<file path="src/rtl/fma_pipe_ctrl.sv">
// -----------------------------------------------------------------------------
// fma_pipe_ctrl
//
// Pipeline sequencer for the single-precision FMA datapath. Operations are
// accepted on a valid/ready handshake and marched through STAGES register
// stages. The controller produces the per-stage load enables for the datapath.
// It carries each operation's sign metadata {sign_P, sign_C} and its tag down
// the stages. It also presents the adder's complement select and
// effective-subtract flag, both taken from the metadata of stage ADD_STAGE so
// that they line up with that stage's data.
//
// Ports:
//   clk          rising-edge clock
//   rst          synchronous active-high reset
//   flush        discard every in-flight operation at the next edge
//   in_valid     upstream operation available
//   in_ready     controller accepts an operation this cycle
//   in_sign_A    sign of multiplicand A
//   in_sign_B    sign of multiplier B
//   in_sign_C    sign of addend C
//   in_tag       opaque operation tag
//   stage_en     bit i = datapath stage i register load enable this cycle
//   stage_valid  bit i = stage i holds a live operation
//   two_en       complement select for the adder, {sign_C, sign_P}
//   eff_sub      effective subtraction (sign_P ^ sign_C)
//   out_valid    last stage holds a result
//   out_ready    downstream accepts the result
//   out_tag      tag of the result in the last stage
//   occupancy    number of live operations in the pipeline
// -----------------------------------------------------------------------------
module fma_pipe_ctrl #(
  parameter int STAGES    = 4,  // pipeline depth, 2..8
  parameter int ADD_STAGE = 1,  // stage feeding two_en/eff_sub, 0..STAGES-1
  parameter int TAG_W     = 4,  // operation tag width
  parameter int OCC_W     = 3   // occupancy width, must hold STAGES
) (
  input  logic              clk,
  input  logic              rst,
  input  logic              flush,
  input  logic              in_valid,
  output logic              in_ready,
  input  logic              in_sign_A,
  input  logic              in_sign_B,
  input  logic              in_sign_C,
  input  logic [TAG_W-1:0]  in_tag,
  output logic [STAGES-1:0] stage_en,
  output logic [STAGES-1:0] stage_valid,
  output logic [1:0]        two_en,
  output logic              eff_sub,
  output logic              out_valid,
  input  logic              out_ready,
  output logic [TAG_W-1:0]  out_tag,
  output logic [OCC_W-1:0]  occupancy
);

  // Per-stage state: live flag, product sign, addend sign, tag.
  logic [STAGES-1:0]            v_q,   v_d;
  logic [STAGES-1:0]            sp_q,  sp_d;
  logic [STAGES-1:0]            sc_q,  sc_d;
  logic [STAGES-1:0][TAG_W-1:0] tag_q, tag_d;
  logic [OCC_W-1:0]             occ_q, occ_d;

  logic [STAGES-1:0] adv;      // stage i may be overwritten this cycle
  logic              accept;   // input handshake
  logic              retire;   // output handshake
  logic              sign_p;   // sign of the product A*B

  assign sign_p = in_sign_A ^ in_sign_B;

  // ---------------------------------------------------------------------------
  // Advance chain. A stage can take new data when it is empty, or when its
  // occupant leaves this cycle. The last stage drains into the downstream
  // consumer. This lets a stall compress bubbles: stages upstream of a hole
  // keep moving while the stalled tail holds.
  // ---------------------------------------------------------------------------
  always_comb begin : adv_chain
    logic chain;
    // NOTE: 'chain' is a combinational temporary read after it is written in
    // the same pass, so it uses blocking assignment; it is never a flop.
    adv   = '0;
    chain = out_ready;
    for (int i = STAGES - 1; i >= 0; i--) begin
      chain  = chain | ~v_q[i];
      adv[i] = chain;
    end
  end

  // Flush blocks the input so that nothing enters in a cycle whose contents
  // are about to be discarded.
  assign in_ready = adv[0] & ~flush;
  assign accept   = in_valid & in_ready;
  assign retire   = v_q[STAGES-1] & out_ready;

  // ---------------------------------------------------------------------------
  // Load enables and next-state.
  // ---------------------------------------------------------------------------
  always_comb begin : next_state
    // NOTE: every signal written here gets a default first so that no path
    // leaves it unassigned; that is what keeps this block free of latches.
    stage_en = '0;
    v_d      = v_q;
    sp_d     = sp_q;
    sc_d     = sc_q;
    tag_d    = tag_q;

    stage_en[0] = accept;
    for (int i = 1; i < STAGES; i++) begin
      stage_en[i] = v_q[i-1] & adv[i];
    end

    // A stage stays live if it loads or if it is held by a stall downstream.
    for (int i = 0; i < STAGES; i++) begin
      v_d[i] = stage_en[i] | (v_q[i] & ~adv[i]);
    end

    // Metadata moves only with a load enable and otherwise holds.
    if (stage_en[0]) begin
      sp_d[0]  = sign_p;
      sc_d[0]  = in_sign_C;
      tag_d[0] = in_tag;
    end
    for (int i = 1; i < STAGES; i++) begin
      if (stage_en[i]) begin
        sp_d[i]  = sp_q[i-1];
        sc_d[i]  = sc_q[i-1];
        tag_d[i] = tag_q[i-1];
      end
    end

    // An accept and a retire in the same cycle cancel out. A flush clears
    // everything. A retire during a flush still counts as consumed, since the
    // downstream side has already taken the result.
    occ_d = occ_q + OCC_W'(accept) - OCC_W'(retire);

    if (flush) begin
      v_d   = '0;
      occ_d = '0;
    end
  end

  // ---------------------------------------------------------------------------
  // State registers.
  // ---------------------------------------------------------------------------
  always_ff @(posedge clk) begin
    // NOTE: sequential state uses non-blocking assignment so that every flop
    // samples its _d value from before the edge, whatever the statement order.
    if (rst) begin
      v_q   <= '0;
      // NOTE: the metadata and tag registers are cleared as well. Outputs
      // are then fully defined right after reset, and a stale tag cannot be
      // observed on out_tag.
      sp_q  <= '0;
      sc_q  <= '0;
      tag_q <= '0;
      occ_q <= '0;
    end else begin
      v_q   <= v_d;
      sp_q  <= sp_d;
      sc_q  <= sc_d;
      tag_q <= tag_d;
      occ_q <= occ_d;
    end
  end

  // ---------------------------------------------------------------------------
  // Outputs.
  // ---------------------------------------------------------------------------
  // two_en = {sign_C, sign_P}: bit 0 complements the product path and bit 1
  // complements the addend path. Both are forced idle when the adder stage
  // holds a bubble, so the datapath never acts on stale signs.
  always_comb begin : adder_ctrl
    two_en  = 2'b00;
    eff_sub = 1'b0;
    if (v_q[ADD_STAGE]) begin
      two_en  = {sc_q[ADD_STAGE], sp_q[ADD_STAGE]};
      eff_sub = sp_q[ADD_STAGE] ^ sc_q[ADD_STAGE];
    end
  end

  assign stage_valid = v_q;
  assign out_valid   = v_q[STAGES-1];
  assign out_tag     = tag_q[STAGES-1];
  assign occupancy   = occ_q;

endmodule
</file>
<file path="config.mk">
export PLATFORM = sky130hd
export DESIGN_NAME = fma_pipe_ctrl
export DESIGN_NICKNAME = d
export VERILOG_FILES = /design/src/rtl/fma_pipe_ctrl.sv
export SDC_FILE = /design/constraint.sdc
export NUM_CORES = 1
export LEC_CHECK = 0
export ABC_AREA = 1
export CORE_ASPECT_RATIO = 1.4
export CORE_MARGIN = 1
export CORE_UTILIZATION = 54
export DETAILED_ROUTE_END_ITERATION = 8
export DONT_BUFFER_PORTS = 1
export PLACE_DENSITY = 0.82
export SYNTH_ARGS = -nofsm -noshare
export SYNTH_HDL_FRONTEND = slang
export SYNTH_SLANG_ARGS = --single-unit
</file>
<file path="constraint.sdc">
create_clock -name clk -period 2.4 [get_ports clk]
set_input_delay 0.72 -clock clk [delete_from_list [all_inputs] [get_ports clk]]
set_output_delay 0.72 -clock clk [all_outputs]
set_load 0.01 [all_outputs]
</file>
==> results.py <==
metrics = {
    "synth": {
        "post_synthesis_cell_type_with_the_largest_combined_area": "sky130_fd_sc_hd__dfxtp_1",
        "synth.top_cells.by_area": "sky130_fd_sc_hd__dfxtp_1, sky130_fd_sc_hd__nor2_1, sky130_fd_sc_hd__inv_1",
        "syn_inst": 162,
        "syn_nets": 177,
        "post_synthesis_sequential_area_ratio_pct": 44.8,
        "yosys_most_used_dff": "sky130_fd_sc_hd__dfxtp_1",
        "async_flop_share_pct": 0,
        "yosysWarningCount": 0,
        "synth.ff_latch_count": 27,
        "post_synth_instance_area_mm2": 0.00121,
        "synth_top_cell_area_share_pct": 44.8,
        "post_synth.cell_area_avg_um2": 7.45,
        "number_of_enable_type_register_cells_in_the_synthesized_netlist": 0,
        "post_synth_num_cell_types": 22,
    },
    "cells_and_area": {
        "n_antenna_cell": 0,
        "fillers": 192,
        "instances_no_fill": 184,
        "mostFrequentLayoutCells": "sky130_fd_sc_hd__nor2_1, sky130_fd_sc_hd__dfxtp_1, sky130_fd_sc_hd__inv_1",
        "postLayoutCoreUtil_pct": 62.9,
        "layout.cells.most_common": "sky130_fd_sc_hd__nor2_1",
        "layout.cell_area.non_filler_mm2": 0.00129,
        "fraction_of_final_layout_cells_with_drive_strength_greater_than_1_pct": 15.3,
        "finalNetCount": 179,
        "flow.area_growth_from_synthesis_pct": 6.53,
    },
    "floorplanning": {
        "coreArea_mm2": 0.00204,
        "std_cell_rows": 19,
        "full_die_area_mm2": 0.00243,
        "chipHeight_um": 58.0,
        "die_width_um": 42.0,
        "initial_utilization_pct": 59.1,
        "io-pin-count": 32,
    },
    "power": {
        "cellPowerDensity_mw_per_mm2": 563,
        "max-vdd-ir-drop_uv": 311,
        "power_mw": 0.724,
        "leakagePower_nw": 0.615,
    },
    "setup_path": {
        "timing.setup.critical_path_class": "reg -> reg",
        "crit_required_ps": 2660,
        "cp_data_arrival_time_ps": 2420,
        "startpoint_type": "flop",
        "critical_path.cell_chain": "nand4_4 > nand3_4 > ha_4 > inv_2 > ha_4 > inv_2 > fa_2 > xnor2_2 > or2_4 > a21oi_1",
        "timing.critical_path.slowest_stage_cell": "sky130_fd_sc_hd__dfxtp_1",
        "cp_max_fo": 5,
        "highest_cell_delay_on_the_worst_timing_path_ps": 520,
        "worst_setup_path_end_kind": "flop",
    },
    "global_routing": {
        "grt_pass1_vias": 853,
        "antenna_violations_before_repair": 0,
        "grt_overflow": 0,
        "first_pass_grt_wire_length_um": 3510,
        "groute.usage.overall_pct": 18.7,
        "grt_start_max_net_pins": 22,
    },
    "placed_design": {
        "placed_area_mm2": 0.00126,
        "dp.final_hpwl_um": 1540,
        "dp.cells": 180,
        "gp_routability_congestion": 0.733,
        "io_buf_count": 0,
    },
    "clock_tree": {
        "post_cts_hold_buffer_count": 0,
        "total_of_cells_resized_after_clock_tree_synthesis": 0,
        "tritoncts.num_buffers": 3,
        "cts.htree.levels": 1,
        "root_driver": "sky130_fd_sc_hd__clkbuf_4",
        "clock_latency_ps": 330,
        "cts_tree": "yes",
        "numClockSinks": 27,
        "cts_post_setup_buffers_inserted": 0,
        "clock_path_buffers": 2,
        "path_clk_slew_ps": 140,
    },
    "drt": {
        "postRouteAntennaNets": 0,
        "detail_route.iter0.violations": 25,
        "via_count": 917,
        "viasPerCell": 4.98,
        "drt-wirelength-per-cell_um": 10.8,
        "first_pass_drt_iterations": 4,
        "remaining_drc_errors": 0,
        "postRouteWirelength_um": 1980,
    },
    "job": {
        "max-cap-violations": 0,
    },
    "sta": {
        "timing.final.crit_share_pct": 90.1,
        "actual_slew_at_the_worst_max_slew_pin_ps": 472,
        "setup_viol_count_final": 0,
        "fin_skew_ps": 7.96,
        "rsz_0062_raised_after_global_routing": "false",
        "hold_violations": 0,
        "timing_max_transition_violations_final": 0,
        "maxSlewHeadroom_pct": 68.5,
        "maxClockFrequency_ghz": 0.462,
        "period_minus_slack_ps": 2160,
    },
    "min_path": {
        "hold_start": "tag_q[7]",
        "holdCritPathClass": "reg -> reg",
    },
    "run_status": {
        "status": "finished clean",
    },
}
## power by group
part | switching [mW] | internal (mW)
clock network | 0.134 | 0.0627
registers | 0.00801 | 0.461
logic | 0.0352 | 0.0231
## final cells by class
type	instances	area (um^2)	share of cell area (%)
repair buffers	6	45.0	3.50
well taps	21	26.3	2.04
clock inverters	1	5.00	0.389
inverters	32	120	9.34
flip-flops and latches	27	541	42.0
multi-input cells	94	527	41.0
clock buffers	3	22.5	1.75
## cell usage after synthesis (2+ instances only)
cell,instances
sky130_fd_sc_hd__nor2_1,37
sky130_fd_sc_hd__inv_1,28
sky130_fd_sc_hd__dfxtp_1,27
sky130_fd_sc_hd__nand2_1,20
sky130_fd_sc_hd__o21ai_0,14
sky130_fd_sc_hd__buf_4,6
sky130_fd_sc_hd__nand4_1,6
sky130_fd_sc_hd__a21oi_1,5
sky130_fd_sc_hd__inv_2,3
sky130_fd_sc_hd__clkbuf_1,2
sky130_fd_sc_hd__ha_1,2
sky130_fd_sc_hd__xnor2_1,2
## routing by layer
layer	part of all wire (%)	GRT usage [%]
met5	0	0
met4	2.7	10.6
met3	5.1	3.12
met2	51	33.3
met1	41	20.7
## kinds of logic after synthesis
kind of cell | share of synthesized area (%)
AND/OR/NAND/NOR | 26.8
buffers and inverters | 14.7
flip-flops | 44.8
AO/OA/AOI/OAI | 8.50
adder cells (fa/ha/maj) | 3.73
XOR/XNOR | 1.45
## path summary, 6_finish.rpt
kind | end | slack (ps) | cells after the start
worst max-delay path | occupancy[2] | 240 | 10
worst min register to register | tag_q[7] | 500 | 2
worst min-delay path | tag_q[7] | 500 | 2
worst max register to register | occupancy[2] | 240 | 10
## critical path, delay by kind of cell, from the launching register on
family | cells | cell delay, ps
compound gates | 1 | 150
xor+xnor | 1 | 150
fa+ha+maj | 3 | 680
buf+inv | 2 | 100
flops | 1 | 520
simple gates | 3 | 520
## stage by stage
stage / setup slack, ps / hold slack (ps) / TNS (ps)
floorplan: -78.2 / 450 / -78.2
global placement: 56.0 / 457 / 0
detailed placement: -43.5 / 468 / -43.5
CTS: 219 / 499 / 0
global route: 95.1 / 526 / 0
finish: 237 / 497 / 0
No activity file was read; power rests on OpenSTA's default activity.
